[config.mk]
export PLATFORM = sky130hd
export DESIGN_NAME = idct8_row_sequencer
export DESIGN_NICKNAME = d
export VERILOG_FILES = /design/src/rtl/idct8_row_sequencer.sv
export SDC_FILE = /design/constraint.sdc
export NUM_CORES = 2
export LEC_CHECK = 0
export CAP_MARGIN = 10
export CORE_MARGIN = 10
export CORE_UTILIZATION = 40
export DETAILED_ROUTE_END_ITERATION = 7
export GPL_ROUTABILITY_DRIVEN = 1
export HOLD_SLACK_MARGIN = 0.08
export SYNTH_ARGS = -nofsm -noshare
export SYNTH_HDL_FRONTEND = slang
export SYNTH_SLANG_ARGS = --single-unit
[constraint.sdc]
create_clock -name clk -period 1.7 [get_ports clk]
set_input_delay 0.255 -clock clk [delete_from_list [all_inputs] [get_ports clk]]
set_output_delay 0.255 -clock clk [all_outputs]
set_load 0.01 [all_outputs]
[src/rtl/idct8_row_sequencer.sv]
// rtl/idct8_row_sequencer.sv - row scheduler for a chain of 8 systolic IDCT-8 MAC modules
module idct8_row_sequencer #(
    parameter int DW     = 25,
    parameter int SW     = 4,
    parameter int ROWS   = 8,
    parameter int SHIFT1 = 7,
    parameter int ADD1   = 64,
    parameter int SHIFT2 = 12,
    parameter int ADD2   = 2048
) (
    input  logic            clk,
    input  logic            reset,
    input  logic            start,
    input  logic            in_valid,
    output logic            in_ready,
    input  logic [8*DW-1:0] in_data,
    output logic [8*DW-1:0] dp_d_in,
    output logic [8*SW-1:0] dp_shift,
    output logic [8*DW-1:0] dp_add,
    input  logic [8*DW-1:0] dp_d_out,
    output logic            out_valid,
    output logic [8*DW-1:0] out_data,
    output logic            out_pass,
    output logic            busy,
    output logic            block_done
);

    localparam int CW = (ROWS > 1) ? $clog2(ROWS) : 1;
    localparam logic [SW-1:0] SH1 = SW'(SHIFT1);
    localparam logic [SW-1:0] SH2 = SW'(SHIFT2);
    localparam logic [DW-1:0] AD1 = DW'(ADD1);
    localparam logic [DW-1:0] AD2 = DW'(ADD2);

    typedef enum logic [1:0] {S_IDLE, S_P1, S_P2, S_DRAIN} state_t;

    state_t          state_q, state_d;
    logic [CW-1:0]   row_cnt;
    logic            accept;
    logic            last_row;
    logic [16:0]     tag_v;
    logic [16:0]     tag_p;
    logic [16:0]     tag_l;
    logic [8*DW-1:0] aligned;

    assign in_ready = (state_q == S_P1) || (state_q == S_P2);
    assign accept   = in_valid & in_ready;
    assign last_row = (row_cnt == CW'(ROWS - 1));
    assign busy     = (state_q != S_IDLE);

    // State register
    always_ff @(posedge clk) begin
        if (reset) state_q <= S_IDLE;
        else       state_q <= state_d;
    end

    // Next-state: a pass ends on its ROWS-th accepted row, the block ends with block_done
    always_comb begin
        state_d = state_q;
        case (state_q)
            S_IDLE:  if (start)               state_d = S_P1;
            S_P1:    if (accept && last_row)  state_d = S_P2;
            S_P2:    if (accept && last_row)  state_d = S_DRAIN;
            S_DRAIN: if (block_done)          state_d = S_IDLE;
            default:                          state_d = S_IDLE;
        endcase
    end

    // Row counter: advances only on accepted rows, wraps to 0 at each pass change
    always_ff @(posedge clk) begin
        if (reset)       row_cnt <= '0;
        else if (accept) row_cnt <= last_row ? '0 : row_cnt + 1'b1;
    end

    // Tag line: bit j describes the row accepted j+1 edges ago (valid, pass-2, last of block)
    always_ff @(posedge clk) begin
        if (reset) begin
            tag_v <= '0;
            tag_p <= '0;
            tag_l <= '0;
        end else begin
            tag_v <= {tag_v[15:0], accept};
            tag_p <= {tag_p[15:0], accept && (state_q == S_P2)};
            tag_l <= {tag_l[15:0], accept && (state_q == S_P2) && last_row};
        end
    end

    for (genvar k = 1; k <= 8; k++) begin : g_skew
        logic [DW-1:0] pipe [0:k];

        // Sample k is delayed k cycles past the accept edge; idle slots carry zero
        always_ff @(posedge clk) begin
            if (reset) begin
                for (int j = 0; j <= k; j++) pipe[j] <= '0;
            end else begin
                pipe[0] <= accept ? in_data[k*DW-1 -: DW] : '0;
                for (int j = 1; j <= k; j++) pipe[j] <= pipe[j-1];
            end
        end

        assign dp_d_in[k*DW-1 -: DW] = pipe[k];
    end

    for (genvar m = 1; m <= 8; m++) begin : g_mod
        // Module m finishes its row at tag position 7+m, so its config follows that tag
        assign dp_shift[m*SW-1 -: SW] = (tag_v[7+m] && tag_p[7+m]) ? SH2 : SH1;
        assign dp_add[m*DW-1 -: DW]   = (tag_v[7+m] && tag_p[7+m]) ? AD2 : AD1;

        if (m < 8) begin : g_dly
            logic [DW-1:0] pipe [0:7-m];

            // Earlier modules finish earlier; hold their result until module 8 catches up
            always_ff @(posedge clk) begin
                if (reset) begin
                    for (int j = 0; j <= 7 - m; j++) pipe[j] <= '0;
                end else begin
                    pipe[0] <= dp_d_out[m*DW-1 -: DW];
                    for (int j = 1; j <= 7 - m; j++) pipe[j] <= pipe[j-1];
                end
            end

            assign aligned[m*DW-1 -: DW] = pipe[7-m];
        end else begin : g_last
            assign aligned[m*DW-1 -: DW] = dp_d_out[m*DW-1 -: DW];
        end
    end

    // Output register: present the aligned vector once per row, hold it otherwise
    always_ff @(posedge clk) begin
        if (reset) begin
            out_valid  <= 1'b0;
            out_data   <= '0;
            out_pass   <= 1'b0;
            block_done <= 1'b0;
        end else begin
            out_valid  <= tag_v[16];
            block_done <= tag_l[16];
            if (tag_v[16]) begin
                out_data <= aligned;
                out_pass <= tag_p[16];
            end
        end
    end

endmodule

Word level (Yosys, flattened, before mapping)
Memory sizes are Yosys's and may differ from the RTL's. A register that Yosys moved wholly into a read port is not among the register bits. Index checks and enable logic that the tools add are counted.

Logic and storage cells: 227. Flip-flop bits (word level): 259. Output and inout bits: 637. Memories kept: 15. Bits in writable memories: 1800. Bits of input ports: 404.

Equality and inequality tests: 8. Muxes and demuxes: 106. Reductions and logical operators: 16. Add/sub/neg operators: 1. Bitwise operators: 72.

Memory list: g_skew[8].pipe (depth 9, bits a word 25, rd ports 9, clocked after Yosys merged registers in 0, write ports 9, line 88) `logic [DW-1:0] pipe [0:k];`; g_skew[7].pipe (depth 8, bits a word 25, rd ports 8, clocked after Yosys merged registers in 0, write ports 8, line 88); g_mod[1].g_dly.pipe (depth 7, bits a word 25, rd ports 7, clocked after Yosys merged registers in 1, write ports 7, line 109) `logic [DW-1:0] pipe [0:7-m];`; g_skew[6].pipe (depth 7, bits a word 25, rd ports 7, clocked after Yosys merged registers in 0, write ports 7, line 88); g_mod[2].g_dly.pipe (depth 6, bits a word 25, rd ports 6, clocked after Yosys merged registers in 1, write ports 6, line 109); g_skew[5].pipe (depth 6, bits a word 25, rd ports 6, clocked after Yosys merged registers in 0, write ports 6, line 88); 9 more memories.

Operators with widths (count): 25-bit two-way mux (80); 12-bit two-way mux (8); 1-bit bitwise OR (71); 4-bit two-way mux (8); 25-bit OR reduction (1); 1-bit logical AND (11); 2-bit two-way mux (4); 2-bit one-hot mux with 4 select lines (1); 2-bit equality test (second input constant) (2); 1-bit two-way mux (4); 2-bit by 1-bit inequality test with 1-bit output (second input constant) (2); 2-bit inequality test (second input constant) (2); 4-bit AND reduction (1); 3-bit by 1-bit adder with 3-bit output (second input constant) (1); 3-bit equality test (second input constant) (1); 3-bit two-way mux (1); 2-bit by 1-bit equality test with 1-bit output (second input constant) (1); 2-bit logical NOT (1); 2-bit nonzero test (1); 1-bit AND (1); 1-bit logical OR (1).

Longest topological paths before layout
Depth in word-level cells: 6. Mapped depth: 7. Mapped depth without buffers: 5.

Worst setup path before layout
Ideal clock, no wire load.

Kind: register to register. Start: register state_q[0]. End: memory g_skew[1].pipe[0][0]. Data arrival time: 1.433 ns. Slack: 0.153 ns. Library setup time: 0.115 ns. Buffers on the path: 2. Cell stages (with the launch flop): 8. Path through: dfxtp_1 -> inv_1 -> ha_1 -> nand2_1 -> nor2_2 -> buf_4 -> clkbuf_2 -> and2_1.

RTL lines: from (decl) (line 36) `state_t state_q, state_d;`; from (signal assigned) (line 53) `else state_q <= state_d;`; to (decl) (line 88).

Worst setup path after layout
Start: register state_q[0]. End: output in_ready.

Cells in the longest elaborated chain, start to end: 2.

Ends and longest elaborated chain: 2-bit by 1-bit equality test with 1-bit output or 2-bit equality test (tied branches) (line 45) `assign in_ready = (state_q == S_P1) || (state_q == S_P2);`; 1-bit logical OR * (line 45); to (decl) (line 15) `output logic in_ready,`.

Mark *: on every way between the ends. The rest lies on a longest branch, timed or not.

==> qor.yml <==
status: "finished, violations left"
violations: "setup timing"
post-route-period-util_pct: 112
cap_violations: 0
start_kind: "flop"
synth_top_family_by_area: "simple AND/OR/NAND/NOR gates"
io_buffers: 848
postRouteAntennaNets: 0
drt_first_iter_violations: 1307
drt_wl_total_um: 130000
synthMuxAreaShare_pct: 3.41
dp.cells: 7453
grt-ovfl-total: 0
htreeDepth: 4
layout-drive-gt1-share_pct: 13.6
cp.required_ns: 1.44
syn_to_final_growth_pct: 34.4
hold_path_class: "primary input to flop"
grt_util_met1_pct: 18.0
drtPass1Iterations: 5
final_cell_mix: "dfxtp_1, nor2b_1, clkdlybuf4s50_1"
dp_hpwl_um: 88200
r2r_start: "state_q[1]$_SDFFE_PP0P_"
crit_arrival_ns: 1.66
synth_xor_area_share_pct: 0
hp-start: "in_data[1]"
grt_max_degree: 141
finalNonFillerCells: 8270
finalCriticalPeriod_ns: 1.91
yosys_warnings: 0
grt_use_met2_pct: 25.6
end_kind: "primary output"
row_count: 141
drc_errors: 0
synthDistinctLibCells: 21
cts_tree: "done"
met3_usage_pct: 5.78
clock_sinks: 2059
initial_core_util_pct: 40.3
core_um2: 148000
slew_violations: 0
finalHoldViolations: 0
p_leak_nw: 32.3
cts-root-buf: "clkbuf_16"
relSlewSlack_pct: 55.6
layout.nets: 6565
grt-busiest-layer: "met2"
synthesis.area_um2: 59600
worst_pin_slew_ns: 0.666
die_h_um: 406
synth_compound_area_share_pct: 0.0609
worst_slack_ns: -0.212
setup_violations: 188
cts.path.max_buffers: 3
grt_pass1_vias: 33300
clk_latency_ns: 0.78
syn_inst: 4955
skew_ns: 0.0370
synth_fa_ha_area_share_pct: 0.126
path_clk_slew_ns: 0.06
antenna_found_initial: 35
final_common_cell: "dfxtp_1"
fp.dieW_um: 406
routabilityCongestion: 0.769
via_per_inst: 3.99
grt_pass1_wl_um: 197000
vias: 33000
crit_type: "flop to primary output"
synth_simple_gate_area_share_pct: 20.9
dp_slack_ns: -0.214
seq_area_frac_synth_pct: 69.2
cts_made_buffers: 197
cellPowerDensity_nw_per_um2: 1260
utilization_pct: 54.2
yosys_register_bits: 2059
avgRoutedWirePerCell_um: 15.8
cp_max_fo: 2
die_area_um2: 165000
rsz0062_at_grt: "yes"
irDropWorstVdd_mv: 0.942
cp-startpoint: "state_q[0]$_SDFFE_PP0P_"
io_pins: 1041
fmax_ghz: 0.523
track_usage_pct: 15.3
avgSynthCellArea_um2: 12.0
nFillCells: 12600
[registers in the layout (all words and copies together) (netlist names)]
signal / count
tag_p: 17
tag_v: 17
block_done: 1
out_data: 200
out_valid: 1
g_skew.pipe: 1100
row_cnt: 3
g_mod.g_dly.pipe: 700
tag_l: 17
out_pass: 1
state_q: 2
[report_power, final]
group / internal (W) / switching, W
clock network: 0.0260 / 0.0183
registers: 0.0499 / 0.000383
logic: 0.00393 / 0.00268
total: 0.0798 / 0.0213
[cells by family (layout without fill, tap and decap cells)]
kind of cell	Yosys count	count (layout)
buffers and inverters	605	1781
AND/OR/NAND/NOR	2075	2075
adder cells (fa/ha/maj)	6	6
other	2	211
flip-flops	2059	2059
multiplexers	203	203
AO/OA/AOI/OAI	5	5
[layer usage]
metal / routed length, um / share of wire [%]
met3: 10500 / 8.0
met2: 62100 / 48
met4: 3720 / 2.9
met1: 53800 / 41
met5: 159 / 0.12
[cells in the mapped netlist, drive strengths merged]
cell type	instances	share of area [%]
a21oi	2	0.017
inv	12	0.076
or2	1	0.011
nand2	12	0.076
a2111oi	1	0.015
a211oi	1	0.013
nand2b	2	0.021
and2	201	2.1
nor2b	1651	17
dfxtp	2059	69
conb	2	0.013
nand3	3	0.025
mux2i	203	3.4
buf	466	5.4
nor2	205	1.3
a221o	1	0.017
ha	6	0.13
clkbuf	127	0.84
[critical path, stage by stage (launching register included)]
cell	delay [ns]
dfxtp_2	0.34
inv_2	0.05
ha_4	0.25
buf_6	0.12
buf_6	0.12
[layout make-up]
cell class | count | area (um2) | share of cell area, %
diodes | 19 | 47.5 | 0.0593
clock buffers | 296 | 5760 | 7.19
clock inverters | 69 | 998 | 1.25
inverters | 12 | 47.5 | 0.0593
multi-input cells | 2481 | 15400 | 19.2
flip-flops and latches | 2059 | 41300 | 51.6
well taps | 1930 | 2410 | 3.01
repair buffers | 1404 | 14200 | 17.7
[through the flow]
step | area, um2 | setup TNS (ns) | hold WS (ns) | total power [W]
2_1_floorplan | 60300 | 0 | 0.377 | 0.0539
3_3_place_gp | 69000 | -28.14 | 0.415 | 0.0558
3_5_place_dp | 69000 | -27.18 | 0.420 | 0.0559
4_1_cts | 80100 | -14.93 | 0.0826 | 0.102
5_1_grt | 80100 | -25.07 | 0.0822 | 0.105
6_report | 80100 | -13.93 | 0.137 | 0.101
[worst paths after layout]
check,to,slack [ns],cells past startpoint
max,in_ready,-0.21,4
min,g_skew[1].pipe[0][1]$_SDFF_PP0_,0.14,2
max reg2reg,state_q[0]$_SDFFE_PP0P_,-0.16,8
min reg2reg,g_mod[3].g_dly.pipe[2][11]$_SDFF_PP0_,0.40,1
[what timing repair did]
item                                    in CTS  in global routing
resized for setup                         1464                 12
hold buffers                               396                  0
pin swaps                                    3                  4
buffers inserted                            17                  7
cloned                                      16                  0
hold endpoints to repair                   660                  0
endpoints found under the setup margin     609                325
Power figures use the tool's default switching activity.
